<file path="src/rtl/vga_window_addr_gen.sv">
// vga_window_addr_gen: VGA col/row to frame-buffer address with 1x/2x/4x upscaling.
// Optional VGA_FRAME_CNT_EN adds a 16-bit completed-frame counter.
module vga_window_addr_gen #(
  parameter int COL_W    = 10,
  parameter int ADDR_W   = 20,
  parameter int H_START  = 160,
  parameter int V_START  = 45,
  parameter int H_ACTIVE = 640,
  parameter int V_ACTIVE = 480
) (
  input  logic              clk,
  input  logic              rst,
  input  logic              enable,
  input  logic              pix_en,
  input  logic [COL_W-1:0]  colcnt,
  input  logic [COL_W-1:0]  rowcnt,
  input  logic [1:0]        scale,
  output logic [ADDR_W-1:0] addr,
  output logic              addr_valid,
  output logic              line_done,
  output logic              frame_done,
  output logic [15:0]       frame_cnt
);
  localparam int CW = COL_W + 1;
  localparam logic [CW-1:0] H_LO   = CW'(H_START);
  localparam logic [CW-1:0] H_HI   = CW'(H_START + H_ACTIVE);
  localparam logic [CW-1:0] H_LAST = CW'(H_START + H_ACTIVE - 1);
  localparam logic [CW-1:0] V_LO   = CW'(V_START);
  localparam logic [CW-1:0] V_HI   = CW'(V_START + V_ACTIVE);
  localparam logic [CW-1:0] V_LAST = CW'(V_START + V_ACTIVE - 1);
  if (64'(H_ACTIVE) * 64'(V_ACTIVE) > (64'd1 << ADDR_W)) begin : g_addr_chk
    $error("vga_window_addr_gen: H_ACTIVE*V_ACTIVE does not fit ADDR_W");
  end
  if ((H_ACTIVE % 4) != 0 || (V_ACTIVE % 4) != 0) begin : g_div_chk
    $error("vga_window_addr_gen: H_ACTIVE and V_ACTIVE must be divisible by 4");
  end
  logic [ADDR_W-1:0] addr_q, addr_d, line_base_q, line_base_d;
  logic [COL_W-1:0]  x_idx_q, x_idx_d;
  logic [1:0]        x_rep_q, x_rep_d, y_rep_q, y_rep_d, scale_q, scale_d, rep_max;
  logic              addr_valid_q, addr_valid_d, line_done_q, line_done_d, frame_done_q, frame_done_d;
  logic [CW-1:0]     col_x, row_x;
  logic              s, in_win, blank;
  assign col_x   = {1'b0, colcnt};
  assign row_x   = {1'b0, rowcnt};
  assign s       = enable & pix_en;
  assign blank   = row_x < V_LO;
  assign in_win  = (col_x >= H_LO) & (col_x < H_HI) & (row_x >= V_LO) & (row_x < V_HI);
  assign rep_max = (scale_q == 2'd2) ? 2'd3 : (scale_q == 2'd1) ? 2'd1 : 2'd0;
  always_comb begin
    addr_d       = addr_q;
    line_base_d  = line_base_q;
    x_idx_d      = x_idx_q;
    x_rep_d      = x_rep_q;
    y_rep_d      = y_rep_q;
    scale_d      = scale_q;
    addr_valid_d = 1'b0;
    line_done_d  = 1'b0;
    frame_done_d = 1'b0;
    if (s && blank) begin
      line_base_d = '0;
      x_idx_d     = '0;
      x_rep_d     = '0;
      y_rep_d     = '0;
      scale_d     = (scale == 2'd3) ? 2'd0 : scale;
    end else if (s && in_win) begin
      addr_valid_d = 1'b1;
      addr_d       = line_base_q + ADDR_W'(x_idx_q);
      x_rep_d      = (x_rep_q == rep_max) ? 2'd0 : x_rep_q + 2'd1;
      x_idx_d      = (x_rep_q == rep_max) ? x_idx_q + COL_W'(1) : x_idx_q;
      if (col_x == H_LAST) begin
        line_done_d  = 1'b1;
        frame_done_d = row_x == V_LAST;
        x_rep_d      = '0;
        x_idx_d      = '0;
        y_rep_d      = (row_x == V_LAST || y_rep_q == rep_max) ? 2'd0 : y_rep_q + 2'd1;
        line_base_d  = (row_x == V_LAST) ? '0 :
                       (y_rep_q == rep_max) ? line_base_q + ADDR_W'(H_ACTIVE >> scale_q) : line_base_q;
      end
    end
  end
  always_ff @(posedge clk) begin
    if (rst) begin
      addr_q       <= '0;
      line_base_q  <= '0;
      x_idx_q      <= '0;
      x_rep_q      <= '0;
      y_rep_q      <= '0;
      scale_q      <= '0;
      addr_valid_q <= 1'b0;
      line_done_q  <= 1'b0;
      frame_done_q <= 1'b0;
    end else begin
      addr_q       <= addr_d;
      line_base_q  <= line_base_d;
      x_idx_q      <= x_idx_d;
      x_rep_q      <= x_rep_d;
      y_rep_q      <= y_rep_d;
      scale_q      <= scale_d;
      addr_valid_q <= addr_valid_d;
      line_done_q  <= line_done_d;
      frame_done_q <= frame_done_d;
    end
  end
  assign addr       = addr_q;
  assign addr_valid = addr_valid_q;
  assign line_done  = line_done_q;
  assign frame_done = frame_done_q;
`ifdef VGA_FRAME_CNT_EN
  logic [15:0] frame_cnt_q, frame_cnt_d;
  always_comb frame_cnt_d = frame_done_q ? frame_cnt_q + 16'd1 : frame_cnt_q;
  always_ff @(posedge clk) begin
    if (rst) frame_cnt_q <= '0;
    else frame_cnt_q <= frame_cnt_d;
  end
  assign frame_cnt = frame_cnt_q;
`else
  assign frame_cnt = '0;
`endif
endmodule

</file>
<file path="config.mk">
export PLATFORM = sky130hd
export DESIGN_NAME = vga_window_addr_gen
export DESIGN_NICKNAME = d
export VERILOG_FILES = /design/src/rtl/vga_window_addr_gen.sv
export SDC_FILE = /design/constraint.sdc
export NUM_CORES = 1
export LEC_CHECK = 0
export BUFFER_PORTS_ARGS = -buffer_cell sky130_fd_sc_hd__buf_2
export CAP_MARGIN = 10
export CELL_PAD_IN_SITES_DETAIL_PLACEMENT = 1
export CELL_PAD_IN_SITES_GLOBAL_PLACEMENT = 1
export CORE_ASPECT_RATIO = 1.5
export CORE_MARGIN = 8
export CORE_UTILIZATION = 44
export DETAILED_ROUTE_END_ITERATION = 10
export PLACE_DENSITY_LB_ADDON = 0.1
export SLEW_MARGIN = 20
export SYNTH_ARGS = -nofsm -noshare
export SYNTH_HDL_FRONTEND = slang
export SYNTH_SLANG_ARGS = --single-unit
</file>
<file path="constraint.sdc">
create_clock -name clk -period 4.8 [get_ports clk]
set_input_delay 0.96 -clock clk [delete_from_list [all_inputs] [get_ports clk]]
set_output_delay 0.96 -clock clk [all_outputs]
set_load 0.01 [all_outputs]
</file>
# After elaboration in Yosys (flattened, before gate mapping)
# Cells that the tools add are included.
[classes]
n_addsub = 5
order_cmp = 5
eq_ne = 7
shift = 1
muxes = 12
n_bitwise = 7
n_reduce_logical = 12
[ops]
columns = ["cell", "count"]
rows = [
  ["$mux 20", 2],
  ["$add 20x10->20", 1],
  ["$add 20x20->20", 1],
  ["$eq 10x10->1 const B", 2],
  ["$lt 10x10->1 const B", 2],
  ["$mux 10", 2],
  ["$shr 10x2->20 const A", 1],
  ["$add 10x1->10 const B", 1],
  ["$ge 10x6->1 const B", 1],
  ["$ge 10x8->1 const B", 1],
  ["$lt 10x6->1 const B", 1],
  ["$mux 2", 5],
  ["$reduce_and 2->1", 3],
  ["$add 2x1->2 const B", 2],
  ["$and 1x1->1", 4],
  ["$eq 2x2->1", 2],
  ["$eq 2x2->1 const B", 2],
  ["$reduce_bool 2->1", 2],
  ["$reduce_or 4->1", 1],
  ["$mux 1", 3],
  ["$not 1->1", 3],
  ["$reduce_and 3->1", 1],
  ["$reduce_or 3->1", 1],
  ["$eq 2x1->1 const B", 1],
  ["3 further kinds", 4],
]
[word_totals]
register_bits = 59
out_inout_bits = 39
elab_cells = 58

# Depth between registers and ports, before layout
# Gate-level depths: netlist (run 1).
[depth]
depth_word = 7
ltp_mapped = 9

# Worst setup path after synthesis (run 1)
# OpenSTA, ideal clock, no wires.
[synth_timing]
path_kind = "input to register"
from = "in colcnt[6]"
to = "reg x_idx_q[4]"
t_arrival_ns = 2.563
path_slack_ns = 2.165
path_stages = 6
cell_sequence = "or3_4 -> or4_4 -> o21ai_4 -> nand3_4 -> or3_1 -> a21oi_1"
[synth_via]
elab_chain_cells = 6
elab_cells_between_ends = 10
cone_classes = "2 x order compare; 1 x eq/ne; 1 x mux; 3 x bitwise; 3 x reduce/logical"
[synth_rtl]
columns = ["element", "line_no", "rtl"]
rows = [
  ["from (decl)", "15", "input logic [COL_W-1:0] colcnt,"],
  ["$ge 10x8->1 / $lt 10x10->1 (equally long branches)", "47", "assign in_win = (col_x >= H_LO) & (col_x < H_HI) & (row_x >= V_LO) & (row_x < V_HI);"],
  ["$and 1x1->1 (3 in series)", "47", ""],
  ["$logic_and 1x1->1", "65", "end else if (s && in_win) begin"],
  ["$reduce_and 2->1 (no line)", "--", ""],
  ["to (signal assigned)", "95", "x_idx_q <= x_idx_d;"],
  ["to (decl)", "38", "logic [COL_W-1:0] x_idx_q, x_idx_d;"],
]
# Several ways; a longest one is shown, not always the timed one.
# A chain may end at the register's enable or synchronous reset.

# Worst setup path after layout (run 1)
[layout_timing]
from = "in colcnt[6]"
to = "reg line_base_q[12]"
[layout_via]
elab_chain_cells = 6
elab_cells_between_ends = 8
cone_classes = "2 x order compare; 1 x eq/ne; 3 x bitwise; 2 x reduce/logical"
[layout_rtl]
columns = ["element", "line_no", "rtl"]
rows = [
  ["$ge 10x8->1 / $lt 10x10->1 (equally long branches)", "47", ""],
  ["$and 1x1->1 (3 in series)", "47", ""],
  ["$logic_and 1x1->1", "65", ""],
  ["$reduce_and 3->1 (no line) *", "--", ""],
  ["to (signal assigned)", "94", "line_base_q <= line_base_d;"],
  ["to (decl)", "37", "logic [ADDR_W-1:0] addr_q, addr_d, line_base_q, line_base_d;"],
]
# Mark *: on every way between the ends. The rest lies on a longest branch, timed or not.

==> impl_metrics.env, run 1 <==
export IMPL_grt_pass1_wl_mm=14.68
export IMPL_nNetsFinal=475
export IMPL_cts_num_sinks=55
export IMPL_status="complete, no violations"
export IMPL_overflow=0
export IMPL_fmax_mhz=284.8
export IMPL_synth_area_leaders="dfxtp_1 33%, ha_1 6.8%, xnor2_1 5.9%"
export IMPL_crit_arrival_ps=3720
export IMPL_antenna_found_initial=0
export IMPL_synth_edff_count=0
export IMPL_synth_top_area_share_pct=33.46
export IMPL_skew_ps=8.142
export IMPL_fin_crit_ps=3511
export IMPL_dieWidth_um=86.61
export IMPL_vias_per_cell=5.522
export IMPL_slowest_delay_ps=890
export IMPL_cts_buffer_depth=2
export IMPL_cts_made_buffers=5
export IMPL_postCtsHoldBufs=0
export IMPL_relSlewSlack_pct=38.58
export IMPL_setup_violations=0
export IMPL_hpwl_mm=6.897
export IMPL_grt_start_max_net_pins=28
export IMPL_place_area_mm2=0.003527
export IMPL_path_max_fanout=20
export IMPL_die_h_um=121.9
export IMPL_dieArea_mm2=0.01056
export IMPL_io_pin_count=65
export IMPL_critPathBufInv=1
export IMPL_num_rows=38
export IMPL_instances_no_fill=531
export IMPL_endpoint_kind="register"
export IMPL_insertion_delay_ps=320
export IMPL_drc=0
export IMPL_cp_endpoint="line_base_q[12]"
export IMPL_critPathLaunch="colcnt[6]"
export IMPL_ys_seq_area_share_pct=33.46
export IMPL_io_buffers=48
export IMPL_crit_family="simple AND/OR/NAND/NOR gates"
export IMPL_worst_slew_pin_slew_ps=921.3
export IMPL_yosysTopAreaCell="dfxtp_1"
export IMPL_ff2ff_path_depth=9
export IMPL_rrSetupSlack_ps=2140
export IMPL_total_power_w=0.0008029
export IMPL_slew_violations=0
export IMPL_first_pass_iters=4
export IMPL_hold_class="register to register"
export IMPL_synth_cell_type_count=58
export IMPL_max_vdd_ir_drop_mv=0.1469
export IMPL_cts_tree="yes"
export IMPL_stdcell_area_mm2=0.003620
export IMPL_syn_area_mm2=0.003291
export IMPL_cts_resized=0
export IMPL_rr_startpoint="scale_q[0]"
export IMPL_grt_pass1_vias=3078
export IMPL_min_from="addr[9]"
export IMPL_drt_iter0_drc=104
export IMPL_wl_met2_mm=4.631
export IMPL_htree_levels=2
export IMPL_core_mm2=0.007227
export IMPL_yosys_warnings=0
export IMPL_critical_path_class="primary input to register"
export IMPL_cts_setup_buffers=0
export IMPL_finalSetupTns_ps=0
export IMPL_clockRootBuffer="clkbuf_8"
export IMPL_totalWireLength_mm=8.739
export IMPL_hold_slack_ps=465.3
export IMPL_rsz0062_at_grt="no"
export IMPL_synth_ff_type="dfxtp_1"
export IMPL_hold_viol_final=0
export IMPL_grt_usage_pct=17.23
export IMPL_drv_cap=0
export IMPL_synth_seq_cells=55
export IMPL_synthCells=391
export IMPL_wl_met3_um=300
export IMPL_routed_via_count=2932
export IMPL_hold_depth=2
export IMPL_gp_congestion=0.7750
export IMPL_leakagePower_nw=1.379
export IMPL_period_share_pct=73.15
export IMPL_critPathRequiredTime_ps=5010
export IMPL_path_clk_slew_ps=110
export IMPL_drt_met1_wl_mm=3.637
export IMPL_syn_avg_cell_area_um2=8.416
export IMPL_regToRegEndpoint="line_base_q[13]"
export IMPL_start_util_pct=45.53
export IMPL_routed_top_layer="met4"
export IMPL_cp_cell_sequence="buf_2 > or3_4 > nor4_4 > nand4_1 > o21ai_1 > o32a_1 > mux2i_1"
export IMPL_n_antenna_cell=0
export IMPL_slowest_stage="o21ai_1"
export IMPL_syn_to_final_growth_pct=10.00
export IMPL_post_place_cells=523
export IMPL_path_depth=7
export IMPL_synthArstFlopShare_pct=0
export IMPL_drive_above_1_share_pct=16.01
export IMPL_avgRoutedWirePerCell_um=16.46
export IMPL_drtAntennaViolNets=0
export IMPL_startpoint_type="primary input"
export IMPL_power_density_mw_per_mm2=221.8
-- cell usage after synthesis, drive strengths merged, types with 3 or more instances --
library cell / instances
a211oi: 12
or3: 8
a311oi: 4
and4: 3
dfxtp: 55
nor3: 5
inv: 6
o21ai: 26
and3: 5
a21o: 3
nand2b: 3
nand3: 18
buf: 21
nor4: 16
mux2i: 3
ha: 18
o211ai: 3
clkbuf: 12
nand2: 30
a21oi: 27
nand4: 9
nor2: 42
xnor2: 22
xor2: 12
-- metal layers --
layer	GRT usage [%]	vias to the layer above
li1	-	1458
met1	18.07	1406
met2	32.33	57
met3	3.506	11
met4	6.818	0
met5	0	-
-- how the worst min path moves through the flow --
stage,end,slack (ps)
after floorplan,line_base_q[9],460
after global placement,addr[0],440
after detailed placement,addr[0],450
after CTS,addr[0],470
after global routing,addr[0],480
final,addr[9],470
-- placed cells by master (no fill, tap or decap), types with 4 or more instances in the layout --
cell / n
a211oi_1: 12
a21oi_1: 26
a311oi_1: 4
and3_1: 5
buf_2: 48
clkbuf_8: 5
conb_1: 17
dfxtp_1: 55
ha_1: 18
inv_1: 6
nand2_1: 30
nand3_1: 17
nand4_1: 9
nor2_1: 42
nor3_1: 4
nor4_1: 13
o21ai_0: 24
or3_1: 7
xnor2_1: 22
xor2_1: 12
-- worst register-to-register path, stage by stage (launching register included) --
cell	delay, ps
dfxtp_1	410
inv_1	100
ha_1	290
ha_1	330
a211oi_1	310
o21ai_0	160
o211ai_1	310
nor4_1	130
or3b_2	490
nand3_1	80
-- power breakdown --
group	switching (W)	internal, W	leakage (nW)
sequential	0.00000308	0.000462	0.444
combinational	0.0000427	0.0000222	0.889
clock	0.000167	0.000106	0.0461
-- flip-flops by register name, summed over array words and instances, names as in the netlist --
| name | count |
|---|---|
| addr | 20 |
| addr_valid | 1 |
| frame_done | 1 |
| line_base_q | 16 |
| line_done | 1 |
| scale_q | 2 |
| x_idx_q | 10 |
| x_rep_q | 2 |
| y_rep_q | 2 |
-- logic make-up after synthesis --
family | count (synthesis) | share of synthesized area (%)
mux | 3 | 0.9126
xor+xnor | 34 | 9.049
other cells | 1 | 0.1140
fa+ha+maj | 19 | 7.453
buf+inv | 39 | 6.654
simple gates | 153 | 25.63
compound gates | 87 | 16.73
flops | 55 | 33.46
-- final cells by class --
cell class	count	area, µm²
fill	913	3607
timing repair buffer	49	247.7
inverter	6	22.52
tap	100	125.1
clock inverter	3	23.77
clock buffer	5	68.82
multi-input combinational	313	2031
sequential	55	1101
-- through the flow --
stage / setup slack (ps) / utilization, %
2_1_floorplan: 2165 / -
3_3_place_gp: 1028 / 48.81
3_5_place_dp: 931.3 / 48.81
4_1_cts: 1272 / 50.09
5_1_grt: 1032 / 50.09
6_report: 1289 / 50.09
No activity file was read; power rests on OpenSTA's default activity.
==> run 2, diff against run 1 <==
Settings changed: CORE_UTILIZATION 44 to 41.
Clock period 4.8 ns to 3.5 ns, I/O delays scaled along.
==> run 2 against run 1 <==
- cell count is 1.9% higher
- combinational power increased by 42%
- sequential share of layout area fell by 1.0 points
- wire length is 2.3% lower
- largest power group unchanged
- critical path type is now register to register
- die area up 6.1%
- design area increased by 3.5%
- critical endpoint is now line_base_q[13]
==> impl_metrics.env, run 2 (synthesis gave the netlist of run 1 again) <==
export IMPL_status="complete, no violations"
export IMPL_first_pass_iters=4
export IMPL_fmax_mhz=364.0
export IMPL_ff2ff_path_depth=9
export IMPL_htree_levels=2
export IMPL_startpoint_type="register"
export IMPL_drc=0
export IMPL_slowest_delay_ps=510
export IMPL_die_h_um=125.7
export IMPL_io_buffers=48
export IMPL_antenna_found_initial=0
export IMPL_multi_input_area_mm2=0.002031
export IMPL_place_area_mm2=0.003571
export IMPL_power_density_mw_per_mm2=349.9
export IMPL_cts_buffer_depth=2
export IMPL_clockRootBuffer="clkbuf_16"
export IMPL_leakagePower_nw=1.442
export IMPL_fin_crit_ps=2747
export IMPL_overflow=0
export IMPL_instances_no_fill=541
export IMPL_slew_violations=0
export IMPL_hpwl_mm=6.609
export IMPL_cts_num_sinks=55
export IMPL_final_cell_mix="55 x dfxtp_1, 48 x buf_2, 42 x nor2_1"
export IMPL_dieArea_mm2=0.01121
export IMPL_cts_resized=0
export IMPL_slowest_stage="or3b_2"
export IMPL_totalWireLength_mm=8.540
export IMPL_path_depth=9
export IMPL_crit_arrival_ps=2980
export IMPL_ff_latch_area_mm2=0.001101
export IMPL_holdPathEnd="addr[6]"
export IMPL_postCtsHoldBufs=0
export IMPL_vias_per_cell=5.412
export IMPL_cts_setup_buffers=0
export IMPL_largest_reg_flops=20
export IMPL_syn_to_final_growth_pct=13.80
export IMPL_dieWidth_um=89.15
export IMPL_n_fill_cell=1019
export IMPL_grt_pass1_wl_mm=14.32
export IMPL_hold_class="register to register"
export IMPL_critPathBufInv=1
export IMPL_relSlewSlack_pct=36.71
export IMPL_rr_startpoint="scale_q[0]"
export IMPL_io_pin_count=65
export IMPL_routed_via_count=2928
export IMPL_drtAntennaViolNets=0
export IMPL_finalSetupTns_ps=0
export IMPL_avgRoutedWirePerCell_um=15.79
export IMPL_critPathRequiredTime_ps=3740
export IMPL_insertion_delay_ps=290
export IMPL_core_mm2=0.007908
export IMPL_grt_start_max_net_pins=34
export IMPL_hold_viol_final=0
export IMPL_drive_above_1_share_pct=16.97
export IMPL_nNetsFinal=480
export IMPL_cp_cell_sequence="inv_1 > ha_1 > ha_1 > a211oi_1 > o21ai_0 > o211ai_1 > nor4_1 > or3b_2 > nand3_1"
export IMPL_worst_slew_pin_slew_ps=949.4
export IMPL_grt_pass1_vias=3123
export IMPL_crit_family="compound AO/OA/AOI/OAI gates"
export IMPL_setup_violations=0
export IMPL_num_rows=40
export IMPL_path_clk_slew_ps=70
export IMPL_critical_path_class="register to register"
export IMPL_period_share_pct=78.49
export IMPL_skew_ps=4.662
export IMPL_regToRegEndpoint="line_base_q[13]"
export IMPL_timing_critical_path_mode_cell="ha_1"
export IMPL_hold_depth=2
export IMPL_start_util_pct=41.61
export IMPL_grt_usage_pct=15.78
export IMPL_endpoint_kind="register"
export IMPL_max_vdd_ir_drop_mv=0.1762
export IMPL_min_from="addr[6]"
export IMPL_stdcell_area_mm2=0.003745
export IMPL_gp_congestion=0.7904
export IMPL_cts_made_buffers=5
export IMPL_rrSetupSlack_ps=750
export IMPL_drv_cap=0
export IMPL_cts_tree="yes"
export IMPL_drt_iter0_drc=91
export IMPL_layout_commonest_cell="dfxtp_1"
export IMPL_path_max_fanout=5
export IMPL_total_power_w=0.001310
export IMPL_n_antenna_cell=0
export IMPL_post_place_cells=533
export IMPL_rsz0062_at_grt="no"
run 2: changes by cell type in the layout (fill, tap and decap cells not counted), sizes merged:
cell,before,now
buf,49,54
bufinv,0,1
clkbuf,5,6
clkinvlp,1,0
inv,7,6
run 2: how the worst max path moves through the flow:
stage | start | slack (ps) | endpoint
after global routing | scale_q[0] | 630 | line_base_q[13]
after floorplan | colcnt[6] | 1130 | x_idx_q[4]
after global placement | rowcnt[9] | 790 | line_base_q[13]
after CTS | scale_q[0] | 760 | line_base_q[13]
after detailed placement | rowcnt[9] | 720 | line_base_q[13]
final | scale_q[0] | 750 | line_base_q[13]
run 2: metal layers:
layer	track usage, %	share of wire (%)	vias up
met3	3.060	4.3	11
met4	6.299	1.7	0
met2	28.52	52	59
met5	0	0	-
li1	-	-	1463
met1	17.03	42	1395
run 2: final cells by class:
cell class | count | share of cell area (%)
repair buffers | 54 | 7.618
flip-flops and latches | 55 | 29.40
multi-input cells | 313 | 54.23
inverters | 6 | 0.6014
well taps | 105 | 3.508
clock inverters | 2 | 0.9355
clock buffers | 6 | 3.709
run 2: tightest hold or removal path, stage by stage (launching register included):
cell and delay (ps):
dfxtp_1 310, nand2_1 50, a21oi_1 50
run 2: where the power goes:
part / internal, W / total (W) / switching, W / leakage, nW
combinational: 0.0000325 / 0.0000919 / 0.0000594 / 0.911
sequential: 0.000634 / 0.000638 / 0.00000410 / 0.444
clock: 0.000356 / 0.000581 / 0.000225 / 0.0868
run 2: metrics by stage:
step / util, % / setup WS (ps) / hold slack, ps
finish: 47.36 / 752.9 / 451.4
global route: 47.36 / 626.2 / 483.9
CTS: 47.36 / 760.4 / 460.6
detailed placement: 45.16 / 715.8 / 450.0
global placement: 45.16 / 786.4 / 435.6
floorplan: - / 1125 / 457.8
==> run 3, diff against run 2 <==
Settings changed: ABC_AREA set to 1, CORE_UTILIZATION 41 to 40.
Clock period 3.5 ns to 2.6 ns, I/O delays scaled along.
==> run 3 against run 2 <==
- cell count is 36% higher
- critical endpoint unchanged
- synthesized area increased by 14%
- non-clock buffer count up 1
- sequential share of layout area fell by 3.2 points
- global-route usage is 2.7 points higher
- synthesized cell count up 48%
- clock-buffer cell count did not move
- register-to-register slack got worse by 440 ps
- wire length increased by 34%
- total power up 37%
==> impl_metrics.env, run 3 <==
export IMPL_worst_slew_pin_slew_ps=638.9
export IMPL_postCtsHoldBufs=0
export IMPL_synth_seq_cells=55
export IMPL_cts_num_sinks=55
export IMPL_slew_violations=0
export IMPL_insertion_delay_ps=300
export IMPL_synth_top_family_by_area="simple AND/OR/NAND/NOR gates"
export IMPL_critPathBufInv=1
export IMPL_cts_buffer_depth=2
export IMPL_slowest_delay_ps=420
export IMPL_synth_cell_type_count=35
export IMPL_fin_crit_ps=2289
export IMPL_relSlewSlack_pct=57.36
export IMPL_drive_above_1_share_pct=12.20
export IMPL_hpwl_mm=9.063
export IMPL_synth_xor_area_share_pct=6.527
export IMPL_avgRoutedWirePerCell_um=15.53
export IMPL_fmax_mhz=436.8
export IMPL_drtAntennaViolNets=0
export IMPL_power_frac_comb_pct=7.9
export IMPL_syn_to_final_growth_pct=11.65
export IMPL_nNetsFinal=667
export IMPL_num_rows=43
export IMPL_synth_edff_count=0
export IMPL_syn_area_mm2=0.003757
export IMPL_layout_commonest_cell="nand2_1"
export IMPL_setup_violations=0
export IMPL_startpoint_type="register"
export IMPL_grt_pass1_wl_mm=18.89
export IMPL_synth_top_area_share_pct=29.30
export IMPL_hold_class="primary input to register"
export IMPL_io_buffers=48
export IMPL_critical_path_class="register to register"
export IMPL_place_ws_ps=346.5
export IMPL_io_pin_count=65
export IMPL_core_mm2=0.009200
export IMPL_clockPowerShare_pct=43.9
export IMPL_vias_per_cell=5.105
export IMPL_htree_levels=2
export IMPL_path_max_fanout=5
export IMPL_p_sw_w=0.0004311
export IMPL_path_clk_slew_ps=70
export IMPL_synth_commonest_cells="168 x nand2_1, 62 x nor2_1, 56 x inv_1"
export IMPL_synthArstFlopShare_pct=0
export IMPL_gp_congestion=0.8288
export IMPL_clockRootBuffer="clkbuf_16"
export IMPL_synth_area_leaders="dfxtp_1 29%, nand2_1 17%, a21oi_1 6.9%"
export IMPL_cts_made_buffers=5
export IMPL_status="complete, no violations"
export IMPL_hold_viol_final=0
export IMPL_totalWireLength_mm=11.42
export IMPL_die_h_um=134.7
export IMPL_n_antenna_cell=0
export IMPL_setup_ws_ps=310.7
export IMPL_synth_ff_type="dfxtp_1"
export IMPL_synthCells=577
export IMPL_cts_setup_buffers=0
export IMPL_antenna_found_initial=0
export IMPL_dieArea_mm2=0.01281
export IMPL_timing_critical_path_mode_cell="nand2_1"
export IMPL_cp_cell_sequence="inv_1 > ha_1 > ha_1 > nand3_1 > nand3_1 > nand2_1 > nand2_1 > nand2_1 > nand2_1 > nand2_1 > nor2_1 > nand2_1 > a21oi_1"
export IMPL_dieWidth_um=95.14
export IMPL_critPathRequiredTime_ps=2830
export IMPL_period_share_pct=88.05
export IMPL_cts_tree="yes"
export IMPL_endpoint_kind="register"
export IMPL_rsz0062_at_grt="no"
export IMPL_grt_usage_pct=18.44
export IMPL_ys_seq_area_share_pct=29.30
export IMPL_synthSimpleGateAreaFrac_pct=34.73
export IMPL_routed_via_count=3752
export IMPL_yosysMostFrequentCell="nand2_1"
export IMPL_swShare_pct=24.02
export IMPL_first_pass_iters=4
export IMPL_yosys_warnings=0
export IMPL_drt_iter0_drc=137
export IMPL_post_route_util_pct=45.60
export IMPL_syn_avg_cell_area_um2=6.512
export IMPL_grt_start_max_net_pins=37
export IMPL_rrSetupSlack_ps=310
export IMPL_slowest_stage="dfxtp_1"
export IMPL_leakagePower_nw=1.905
export IMPL_synth_mux_area_fraction_pct=0
export IMPL_finalSetupTns_ps=0
export IMPL_ff_latch_area_mm2=0.001101
export IMPL_pwr_share_seq_pct=48.1
export IMPL_largest_reg_flops=20
export IMPL_final_cell_mix="168 x nand2_1, 62 x nor2_1, 56 x inv_1"
export IMPL_crit_arrival_ps=2520
export IMPL_n_fill_cell=1264
export IMPL_overflow=0
export IMPL_max_vdd_ir_drop_mv=0.3183
export IMPL_multi_input_area_mm2=0.002276
export IMPL_synthAdderAreaFrac_pct=6.527
export IMPL_start_util_pct=40.84
export IMPL_grt_pass1_vias=3926
export IMPL_cell_internal_pwr_w=0.001364
export IMPL_drc=0
export IMPL_cts_resized=0
export IMPL_crit_family="simple AND/OR/NAND/NOR gates"
export IMPL_yosysTopAreaCell="dfxtp_1"
export IMPL_skew_ps=7.069
export IMPL_drv_cap=0
export IMPL_synth_compound_area_share_pct=11.09
export IMPL_power_density_mw_per_mm2=427.9
run 3: cell count changes in the layout (fill, tap and decap cells not counted), moves of 12 or more:
cell      before  now
nand2_1       30  168
inv_1          6   56
a21oi_1       26   52
nand3_1       17   40
nor2_1        42   62
nor4_1        13    0
a211oi_1      12    0
run 3: final cells by class:
type                       count  area share (%)
clock inverter                 2          0.9245
inverter                      58           5.189
timing repair buffer          55           6.979
tap                          112           3.340
clock buffer                   6           3.072
multi-input combinational    447           54.25
sequential                    55           26.25
run 3: logic make-up (layout without fill, tap and decap cells):
| logic type | Yosys count | count (layout) |
|---|---|---|
| XOR/XNOR | 28 | 28 |
| other | 1 | 17 |
| flip-flops | 55 | 55 |
| adder cells (fa/ha/maj) | 19 | 19 |
| AND/OR/NAND/NOR | 302 | 302 |
| AO/OA/AOI/OAI | 81 | 81 |
| buffers and inverters | 91 | 121 |
run 3: worst paths after layout:
path / cells after the start / startpoint / endpoint
worst max-delay path: 13 / scale_q[0] / line_base_q[13]
worst min-delay path: 2 / rst / addr[1]
worst max register to register: 13 / scale_q[0] / line_base_q[13]
worst min register to register: 2 / addr[4] / addr[4]
run 3: per-layer routing:
| layer | track usage [%] | vias to the layer above | share of wire, % | wire length [µm] |
|---|---|---|---|---|
| met5 | 0 | - | 0 | 0 |
| li1 | - | 1900 | - | - |
| met3 | 3.000 | 13 | 2.8 | 323 |
| met4 | 5.493 | 0 | 1.8 | 207 |
| met1 | 19.01 | 1781 | 40 | 4547 |
| met2 | 35.82 | 58 | 56 | 6339 |
run 3: power groups by stage:
stage	sequential, W	combinational [W]	clock (W)
after floorplan	0.000890	0.0000951	0
after global placement	0.000884	0.000140	0
after detailed placement	0.000884	0.000144	0
after CTS	0.000864	0.000144	0.000809
after global routing	0.000866	0.000160	0.000840
final	0.000864	0.000142	0.000788
run 3: metrics by stage:
step                      hold slack, ps  cells  area (µm²)  power (W)
after global routing               425.5    735        4195   0.001866
final                              419.4    735        4195   0.001795
after global placement             448.7    727        4028   0.001024
after floorplan                    455.9    593        3817  0.0009846
after CTS                          413.7    735        4195   0.001817
after detailed placement           461.2    727        4028   0.001028
